**src/rtl/iq_stream_scheduler_pkg.sv**
```systemverilog
// Shared state encodings and helpers for the I/Q stream scheduler.
package iq_stream_scheduler_pkg;

    typedef enum logic [1:0] {
        IDLE   = 2'd0,
        SETTLE = 2'd1,
        RUN    = 2'd2
    } ctrl_state_t;

    typedef enum logic [1:0] {
        O_IDLE = 2'd0,
        O_I    = 2'd1,
        O_Q    = 2'd2
    } out_state_t;

    // Settle counter must hold values 0..n; keep at least one bit when n is 0.
    function automatic int settle_cnt_width(input int n);
        return (n < 1) ? 1 : $clog2(n + 1);
    endfunction

endpackage

```
**src/rtl/iq_stream_scheduler_sync_fifo.sv**
```systemverilog
// Synchronous FIFO with flush; the caller owns all drop/overflow policy.
module iq_stream_scheduler_sync_fifo #(
    parameter int WIDTH = 24,
    parameter int DEPTH = 8
) (
    input  logic                     clk_in,
    input  logic                     RST,
    input  logic                     push,
    input  logic                     pop,
    input  logic                     flush,
    input  logic [WIDTH-1:0]         wr_data,
    output logic [WIDTH-1:0]         rd_data,
    output logic                     full,
    output logic                     empty,
    output logic [$clog2(DEPTH):0]   level
);

    localparam int AW = $clog2(DEPTH);
    localparam logic [AW:0] PTR_ONE = {{AW{1'b0}}, 1'b1};

    logic [WIDTH-1:0] mem [DEPTH];
    logic [AW:0]      wr_ptr;
    logic [AW:0]      rd_ptr;
    logic             do_push;
    logic             do_pop;

    assign empty   = (wr_ptr == rd_ptr);
    assign full    = (wr_ptr[AW] != rd_ptr[AW]) && (wr_ptr[AW-1:0] == rd_ptr[AW-1:0]);
    assign do_pop  = pop && !empty && !flush;
    // A full FIFO still accepts a push when the head leaves in the same cycle.
    assign do_push = push && !flush && (!full || do_pop);
    assign rd_data = mem[rd_ptr[AW-1:0]];

    // NOTE: state registers use non-blocking (<=) so every flop samples pre-edge values.
    always_ff @(posedge clk_in or posedge RST) begin
        if (RST) begin
            wr_ptr <= '0;
            rd_ptr <= '0;
            level  <= '0;
        end else if (flush) begin
            wr_ptr <= '0;
            rd_ptr <= '0;
            level  <= '0;
        end else begin
            if (do_push) wr_ptr <= wr_ptr + PTR_ONE;
            if (do_pop)  rd_ptr <= rd_ptr + PTR_ONE;
            level <= level + {{AW{1'b0}}, do_push} - {{AW{1'b0}}, do_pop};
        end
    end

    // NOTE: storage is not reset; pointers alone define which entries are meaningful.
    always_ff @(posedge clk_in) begin
        if (do_push) mem[wr_ptr[AW-1:0]] <= wr_data;
    end

endmodule

```
**src/rtl/iq_stream_scheduler.sv**
```systemverilog
// Drops the CIC start-up transient, queues {I,Q} pairs and serialises them
// as I then Q words on a valid/ready channel.
module iq_stream_scheduler
    import iq_stream_scheduler_pkg::*;
#(
    parameter int DATA_WIDTH     = 12,
    parameter int FIFO_DEPTH     = 8,
    parameter int SETTLE_SAMPLES = 4,
    parameter int CNT_WIDTH      = 8
) (
    input  logic                          clk_in,
    input  logic                          RST,
    input  logic                          enable,
    input  logic                          sample_stb,
    input  logic [DATA_WIDTH-1:0]         I_IN,
    input  logic [DATA_WIDTH-1:0]         Q_IN,
    output logic [DATA_WIDTH-1:0]         word_out,
    output logic                          word_is_q,
    output logic                          word_valid,
    input  logic                          word_ready,
    output logic [$clog2(FIFO_DEPTH):0]   fifo_level,
    output logic                          overflow,
    input  logic                          ovf_clr,
    output logic [CNT_WIDTH-1:0]          drop_count
);

    localparam int LW = $clog2(FIFO_DEPTH) + 1;
    localparam int SW = settle_cnt_width(SETTLE_SAMPLES);
    localparam logic [SW-1:0]        SETTLE_LAST = SW'(SETTLE_SAMPLES);
    localparam logic [SW-1:0]        SETTLE_ONE  = SW'(1);
    localparam logic [LW-1:0]        LEVEL_ONE   = LW'(1);
    localparam logic [CNT_WIDTH-1:0] CNT_ONE     = CNT_WIDTH'(1);
    localparam logic [CNT_WIDTH-1:0] CNT_MAX     = '1;

    ctrl_state_t                 ctrl_state, ctrl_next;
    out_state_t                  out_state, out_next;
    logic [SW-1:0]               settle_cnt, settle_next, settle_inc;
    logic                        push_req;
    logic                        pop_req;
    logic                        drop;
    logic [2*DATA_WIDTH-1:0]     head;
    logic                        fifo_full;
    logic                        fifo_empty;

    assign settle_inc = settle_cnt + SETTLE_ONE;

    always_ff @(posedge clk_in or posedge RST) begin
        if (RST) begin
            ctrl_state <= IDLE;
            settle_cnt <= '0;
            out_state  <= O_IDLE;
        end else begin
            ctrl_state <= ctrl_next;
            settle_cnt <= settle_next;
            out_state  <= out_next;
        end
    end

    // NOTE: every always_comb output gets a default first so no path infers a latch.
    always_comb begin
        ctrl_next   = ctrl_state;
        settle_next = settle_cnt;
        push_req    = 1'b0;
        if (!enable) begin
            ctrl_next   = IDLE;
            settle_next = '0;
        end else begin
            case (ctrl_state)
                IDLE: begin
                    settle_next = '0;
                    ctrl_next   = (SETTLE_SAMPLES == 0) ? RUN : SETTLE;
                end
                SETTLE: begin
                    if (sample_stb) begin
                        settle_next = settle_inc;
                        if (settle_inc == SETTLE_LAST) ctrl_next = RUN;
                    end
                end
                RUN:     push_req  = sample_stb;
                default: ctrl_next = IDLE;
            endcase
        end
    end

    always_comb begin
        out_next = out_state;
        pop_req  = 1'b0;
        if (!enable) begin
            out_next = O_IDLE;
        end else begin
            case (out_state)
                O_IDLE: if (!fifo_empty) out_next = O_I;
                O_I:    if (word_ready) out_next = O_Q;
                O_Q: begin
                    if (word_ready) begin
                        pop_req  = 1'b1;
                        out_next = (fifo_level > LEVEL_ONE) ? O_I : O_IDLE;
                    end
                end
                default: out_next = O_IDLE;
            endcase
        end
    end

    // The head entry only moves on pop, so the presented word holds through a stall.
    always_comb begin
        word_out = '0;
        case (out_state)
            O_I:     word_out = head[2*DATA_WIDTH-1:DATA_WIDTH];
            O_Q:     word_out = head[DATA_WIDTH-1:0];
            default: word_out = '0;
        endcase
    end

    assign word_valid = (out_state != O_IDLE);
    assign word_is_q  = (out_state == O_Q);
    assign drop       = push_req && fifo_full && !pop_req;

    always_ff @(posedge clk_in or posedge RST) begin
        if (RST) begin
            overflow   <= 1'b0;
            drop_count <= '0;
        end else if (drop) begin
            overflow   <= 1'b1;
            if (ovf_clr)                drop_count <= CNT_ONE;
            else if (drop_count != CNT_MAX) drop_count <= drop_count + CNT_ONE;
        end else if (ovf_clr) begin
            overflow   <= 1'b0;
            drop_count <= '0;
        end
    end

    iq_stream_scheduler_sync_fifo #(
        .WIDTH (2*DATA_WIDTH),
        .DEPTH (FIFO_DEPTH)
    ) u_fifo (
        .clk_in  (clk_in),
        .RST     (RST),
        .push    (push_req),
        .pop     (pop_req),
        .flush   (!enable),
        .wr_data ({I_IN, Q_IN}),
        .rd_data (head),
        .full    (fifo_full),
        .empty   (fifo_empty),
        .level   (fifo_level)
    );

endmodule

```
**config.mk**
```make
export PLATFORM = sky130hd
export DESIGN_NAME = iq_stream_scheduler
export DESIGN_NICKNAME = d
export VERILOG_FILES = /design/src/rtl/iq_stream_scheduler_pkg.sv /design/src/rtl/iq_stream_scheduler_sync_fifo.sv /design/src/rtl/iq_stream_scheduler.sv
export SDC_FILE = /design/constraint.sdc
export NUM_CORES = 1
export LEC_CHECK = 0
export CAP_MARGIN = 0
export CORE_MARGIN = 1.5
export CORE_UTILIZATION = 64
export CTS_BUF_LIST = sky130_fd_sc_hd__clkbuf_16
export CTS_CLUSTER_SIZE = 8
export DETAILED_ROUTE_END_ITERATION = 8
export GPL_TIMING_DRIVEN = 0
export HOLD_SLACK_MARGIN = 0.12
export PLACE_DENSITY = 0.95
export SYNTH_ARGS = -nofsm -noshare
export SYNTH_HDL_FRONTEND = slang
export SYNTH_HIERARCHICAL = 1
export SYNTH_SLANG_ARGS = --single-unit
```
**constraint.sdc**
```tcl
create_clock -name clk_in -period 10.76 [get_ports clk_in]
set_input_delay 2.69 -clock clk_in [delete_from_list [all_inputs] [get_ports clk_in]]
set_output_delay 2.69 -clock clk_in [all_outputs]
set_load 0.02 [all_outputs]
```
# [Word-level counts from Yosys, hierarchy flattened]
# Memories as Yosys holds them, arrays and structs flattened.
# Cells that the tools add are included.
[totals] memories=1 out_inout_bits=27 ff_bits=28 word_cells=86 ram_bits=192 inputBits=30
[classes] add_sub_neg=6 muxes=32 n_lt_le_gt_ge=1 eq_ne=18 reduce_logical=20
[memory_table] memory="u_fifo.mem" words=8 word_bits=24 rd=1 rd_clocked_by_memory_dff=0 write_ports=1 line="iq_stream_scheduler_sync_fifo.sv:21" source="logic [WIDTH-1:0] mem [DEPTH];"
[op_table] cell="2-to-1 mux 8 bit" count=4
[op_table] cell="case mux 12 bit (2 select lines)" count=1
[op_table] cell="2-to-1 mux 4 bit" count=5
[op_table] cell="2-to-1 mux 2 bit" count=7
[op_table] cell="inequality test 3 bit, second input constant" count=4
[op_table] cell="case mux 2 bit (3 select lines)" count=2
[op_table] cell="2-to-1 mux 1 bit" count=10
[op_table] cell="adder 4 x 1 -> 4 bit, second input constant" count=2
[op_table] cell="adder 8 x 1 -> 8 bit, second input constant" count=1
[op_table] cell="inequality test 8 bit, second input constant" count=1
[op_table] cell="logical AND 1 bit" count=7
[op_table] cell="2-to-1 mux 3 bit" count=2
[op_table] cell="case mux 3 bit (2 select lines)" count=1
[op_table] cell="AND reduction 3 bit" count=2
[op_table] cell="nonzero test 2 bit" count=3
[op_table] cell="adder 4 x 1 -> 4 bit" count=1
[op_table] cell="== test 2 x 1 -> 1 bit, second input constant" count=2
[op_table] cell="== test 2 bit, second input constant" count=2
[op_table] cell="== test 4 bit" count=1
[op_table] cell="> comparator 4 x 1 -> 1 bit, second input constant" count=1
[op_table] cell="logical NOT 2 bit" count=2
[op_table] cell="inequality test 2 x 1 -> 1 bit, second input constant" count=2
[op_table] cell="AND reduction 2 bit" count=2
[op_table] cell="subtractor 4 x 1 -> 4 bit" count=1
[op_table] cell="other kinds (9)" count=11

# [Logic depth before layout (Yosys ltp)]
[depth] ltp_word=10 depth_mapped=14 ltp_nobuf=13

# [Hierarchy]
# Netlist, hierarchy kept.
[by_module_without_submodules] module="iq_stream_scheduler_sync_fifo" area_per_inst_um2=8082.8 seq_area_each_um2=6065.8 instances=1 cells_per_inst=371
[by_module_without_submodules] module="iq_stream_scheduler" area_per_inst_um2=1151.1 seq_area_each_um2=400.4 instances=1 cells_per_inst=128

# [Worst setup path after synthesis]
# Ideal clock, no wire load.
[synth_path] path_kind="in2reg" startpoint="in enable" endpoint="mem u_fifo.mem[0][0], enable pin" path_stages=4 arrival_ps=5574 setup_slack_ps=4720 setup_time_ps=466 path_buffers=1 t_required_ps=10294 path_cell_list="inv_1 clkbuf_1 or2_2 nor4_1"
[synth_between] elab_chain_cells=7 word_cells_on_any_way=9 cone_classes="mux (4); reduce/logical (5)"
[synth_lines] element="start, declared" line="iq_stream_scheduler.sv:13" source="input logic enable,"
[synth_lines] element="2-to-1 mux 1 bit" line="iq_stream_scheduler.sv:88" source="if (!enable) begin"
[synth_lines] element="logical AND 1 bit (2 in a row)" line="iq_stream_scheduler_sync_fifo.sv:29" source="assign do_pop = pop && !empty && !flush;"
[synth_lines] element="logical OR 1 bit" line="iq_stream_scheduler_sync_fifo.sv:31" source="assign do_push = push && !flush && (!full || do_pop);"
[synth_lines] element="logical AND 1 bit *" line="iq_stream_scheduler_sync_fifo.sv:31"
[synth_lines] element="2-to-1 mux 1 bit *" line="iq_stream_scheduler_sync_fifo.sv:53" source="if (do_push) mem[wr_ptr[AW-1:0]] <= wr_data;"
[synth_lines] element="2-to-1 mux 1 bit (implied by the code) *" line="iq_stream_scheduler_sync_fifo.sv:53"
[synth_lines] element="end, declared" line="iq_stream_scheduler_sync_fifo.sv:21"
# Every way passes the cells marked *; elsewhere a longest branch is shown, timed or not.

# [Worst setup path after layout]
[layout_path] startpoint="reg u_fifo.rd_ptr[1]" endpoint="out word_out[2]"
[layout_between] elab_chain_cells=2
[layout_lines] element="start, declared" line="iq_stream_scheduler_sync_fifo.sv:23" source="logic [AW:0] rd_ptr;"
[layout_lines] element="start signal, assigned" line="iq_stream_scheduler_sync_fifo.sv:46" source="if (do_pop) rd_ptr <= rd_ptr + PTR_ONE;"
[layout_lines] element="memory read (8 x 24 bit)"
[layout_lines] element="net head[2]" line="iq_stream_scheduler.sv:41" source="logic [2*DATA_WIDTH-1:0] head;"
[layout_lines] element="case mux 12 bit (2 select lines)" line="iq_stream_scheduler.sv:108" source="case (out_state)"
[layout_lines] element="end, declared" line="iq_stream_scheduler.sv:17" source="output logic [DATA_WIDTH-1:0] word_out,"
# The timed path passes the listed nets, and every way through them passes these cells.

==> run summary <==
reg2reg path depth -> 8
most used flip-flop cell after synthesis -> edfxtp_1
Syn Nets -> 542
Max Fclk -> 163 MHz
post-synthesis mux area share -> 0.156
initial antenna violation count -> 0
vias per inst -> 6.55
asr flop ratio synth -> 0.127
Initial Util -> 0.660
dpl hpwl -> 13.8 mm
Setup WS pre-CTS -> 5.15 ns
design area -> 11200 µm²
Hold Path Class -> flip-flop to flip-flop
EDFF count, synth -> 192
Post-Syn Area per Cell -> 18.5 µm²
largest net degree at the start of global routing -> 17
final worst slack -> 4.61 ns
Cell Area, Placed -> 10300 µm²
CTS tree -> built
post-synthesis cell type count -> 50
Peak VDD IR -> 0.156 mV
Slew headroom -> 0.243
vias -> 5316
cts repair resizes -> 0
footprint of the multi-input gates -> 2600 µm²
Synth-to-Final Area Change -> 20.8%
PD cells -> 169 nW/µm²
startpoint types -> flip-flop
Tmin final -> 6.15 ns
Port Buf Inserts -> 55
most common cell after layout, fill and taps aside -> edfxtp_1
sequential cell area -> 6470 µm²
Final Skew -> 0.00876 ns
Post-CTS Setup Bufs -> 0
hold path cells -> 1
FF+latch count, synth -> 220
fin crit share -> 0.571
Die Span X -> 123 µm
clk slew on worst S/H paths -> 0.05 ns
# nets final -> 650
drt pass-1 iters -> 6
core area -> 14000 µm²
setup violators final -> 0
DRC violations left -> 0
number of buffers created by CTS -> 31
largest family of logic cells by synthesized area -> multiplexers
Seq/Total Area, Yosys -> 0.700
CTS Hold Bufs -> 0
RSZ-0062 raised after global routing -> false
Mapped Cells -> 499
slew of the pin with the lowest slew margin -> 1.13 ns
GP Congestion -> 0.838
gr usage total -> 0.303
Synth Area in Simple Gates -> 0.0501
die area -> 15200 µm²
status -> finished clean
worst hold slack -> 0.557 ns
Synth Warn # -> 6
crit path max fanout -> 10
H-tree levels -> 1
Layout fillers -> 696
most frequent cells in the layout -> edfxtp_1, clkdlybuf4s50_1, mux4_2, inv_1, clkbuf_16
Die H -> 123 µm
worst-case clock buffer depth -> 3
Rows -> 43
final WL -> 21.6 mm
worst path required time -> 8.07 ns
Crit. End Element -> output port
Post-Synth Adder-Cell Area -> 0.0184
final slew viol count -> 0
post-synthesis cell area -> 9230 µm²
DR WL/cell -> 26.6 µm
Worst EP arrival -> 3.46 ns
fraction of layout cells with a size suffix above 1 -> 0.252
TNS Setup -> 0 ns
post-synthesis compound-gate area fraction -> 0.0396
Final Hold Vio Count -> 0
I/O Pins -> 57
first-pass GRT wire length -> 32.8 mm
xor/xnor share of the synthesized area -> 0.0129
CTS Sinks -> 220
Post-DRT Antenna Nets -> 0
total gr overflow -> 0
ANT cells -> 0
Total Power -> 1.88 mW
CP Class -> flip-flop to output port
first-iteration detailed-routing DRC count -> 523
max_cap viols -> 0
vias in the first global route -> 5637
clk_lat worst skew -> 0.53 ns
P_leak -> 3.85 nW
CTS Root Cell -> clkbuf_16
[final cells by class]
cell class,count,area share
flip-flops and latches,220,0.580
multi-input cells,237,0.233
clock buffers,31,0.0695
repair buffers,75,0.0695
well taps,180,0.0202
plain buffers,25,0.0128
clock inverters,26,0.00931
inverters,17,0.00572
[critical path, stage by stage, from the launching register on]
cell and delay [ns]:
dfrtp_1 0.37, buf_2 0.21, clkbuf_1 0.67, mux4_2 0.41
mux2_2 0.30, a22oi_1 0.27, nor2b_1 0.14, clkdlybuf4s50_1 0.56
[Yosys cell counts, types with 3 or more instances]
cell type,count,area [µm²]
xnor2_2,3,48.8
xor2_1,6,52.6
nand4_1,3,18.8
or3_1,4,25.0
mux2_2,26,293
o21ai_0,8,40.0
buf_6,3,33.8
a22oi_1,13,97.6
clkbuf_1,12,45.0
nor3_1,10,50.1
nand2b_1,7,43.8
nand2_1,10,37.5
buf_4,6,45.0
edfxtp_1,192,5770
a21oi_1,10,50.1
dfrtp_1,28,701
mux4_2,48,1080
mux2i_1,7,70.1
nor2_1,17,63.8
inv_1,17,63.8
ha_1,12,150
nand3_1,6,30.0
nor2b_1,14,87.6
o31ai_1,3,22.5
[cells by family after synthesis]
kind of cell,after synthesis
DFF,220
buffers and inverters,42
muxes,81
adders and majority gates,13
AOI/OAI and AO/OA,47
xor gates and xnor gates,11
and+or+nand+nor,85
[flip-flops by register name, summed over array words and instances, names as in the netlist]
| name | cells |
|---|---|
| u_fifo/mem | 192 |
| drop_count | 8 |
| u_fifo/level | 4 |
| u_fifo/rd_ptr | 4 |
| u_fifo/wr_ptr | 4 |
| settle_cnt | 3 |
| ctrl_state | 2 |
| out_state | 2 |
| overflow | 1 |
[report_power, final]
group / leakage (nW) / internal, mW / switching (mW)
Clock: 0.518 / 0.512 / 0.340
Sequential: 2.11 / 0.932 / 0.00248
Combinational: 1.22 / 0.0392 / 0.0576
Total: 3.85 / 1.48 / 0.400
[metrics by stage]
step / cells / utilization
after floorplan: 499 / -
after CTS: 811 / 0.798
final: 811 / 0.798
after detailed placement: 754 / 0.735
after global placement: 734 / 0.716
after global routing: 811 / 0.798
[worst paths after layout]
check                                       from                 to  slack [ns]
worst max-delay path            u_fifo/rd_ptr[1]        word_out[2]        4.61
worst min-delay path                out_state[0]       out_state[0]        0.56
worst max register to register      out_state[0]  u_fifo/mem[1][10]        6.95
worst min register to register      out_state[0]       out_state[0]        0.56
max in group asynchronous                    RST      ctrl_state[1]        7.80
min in group asynchronous                    RST    u_fifo/level[3]        2.52
[metal layers]
metal	track usage	part of all wire
met2	0.517	0.53
met3	0.0443	0.079
met5	0	0
met4	0.132	0.034
met1	0.395	0.36
(Power assumes the default switching activity.)
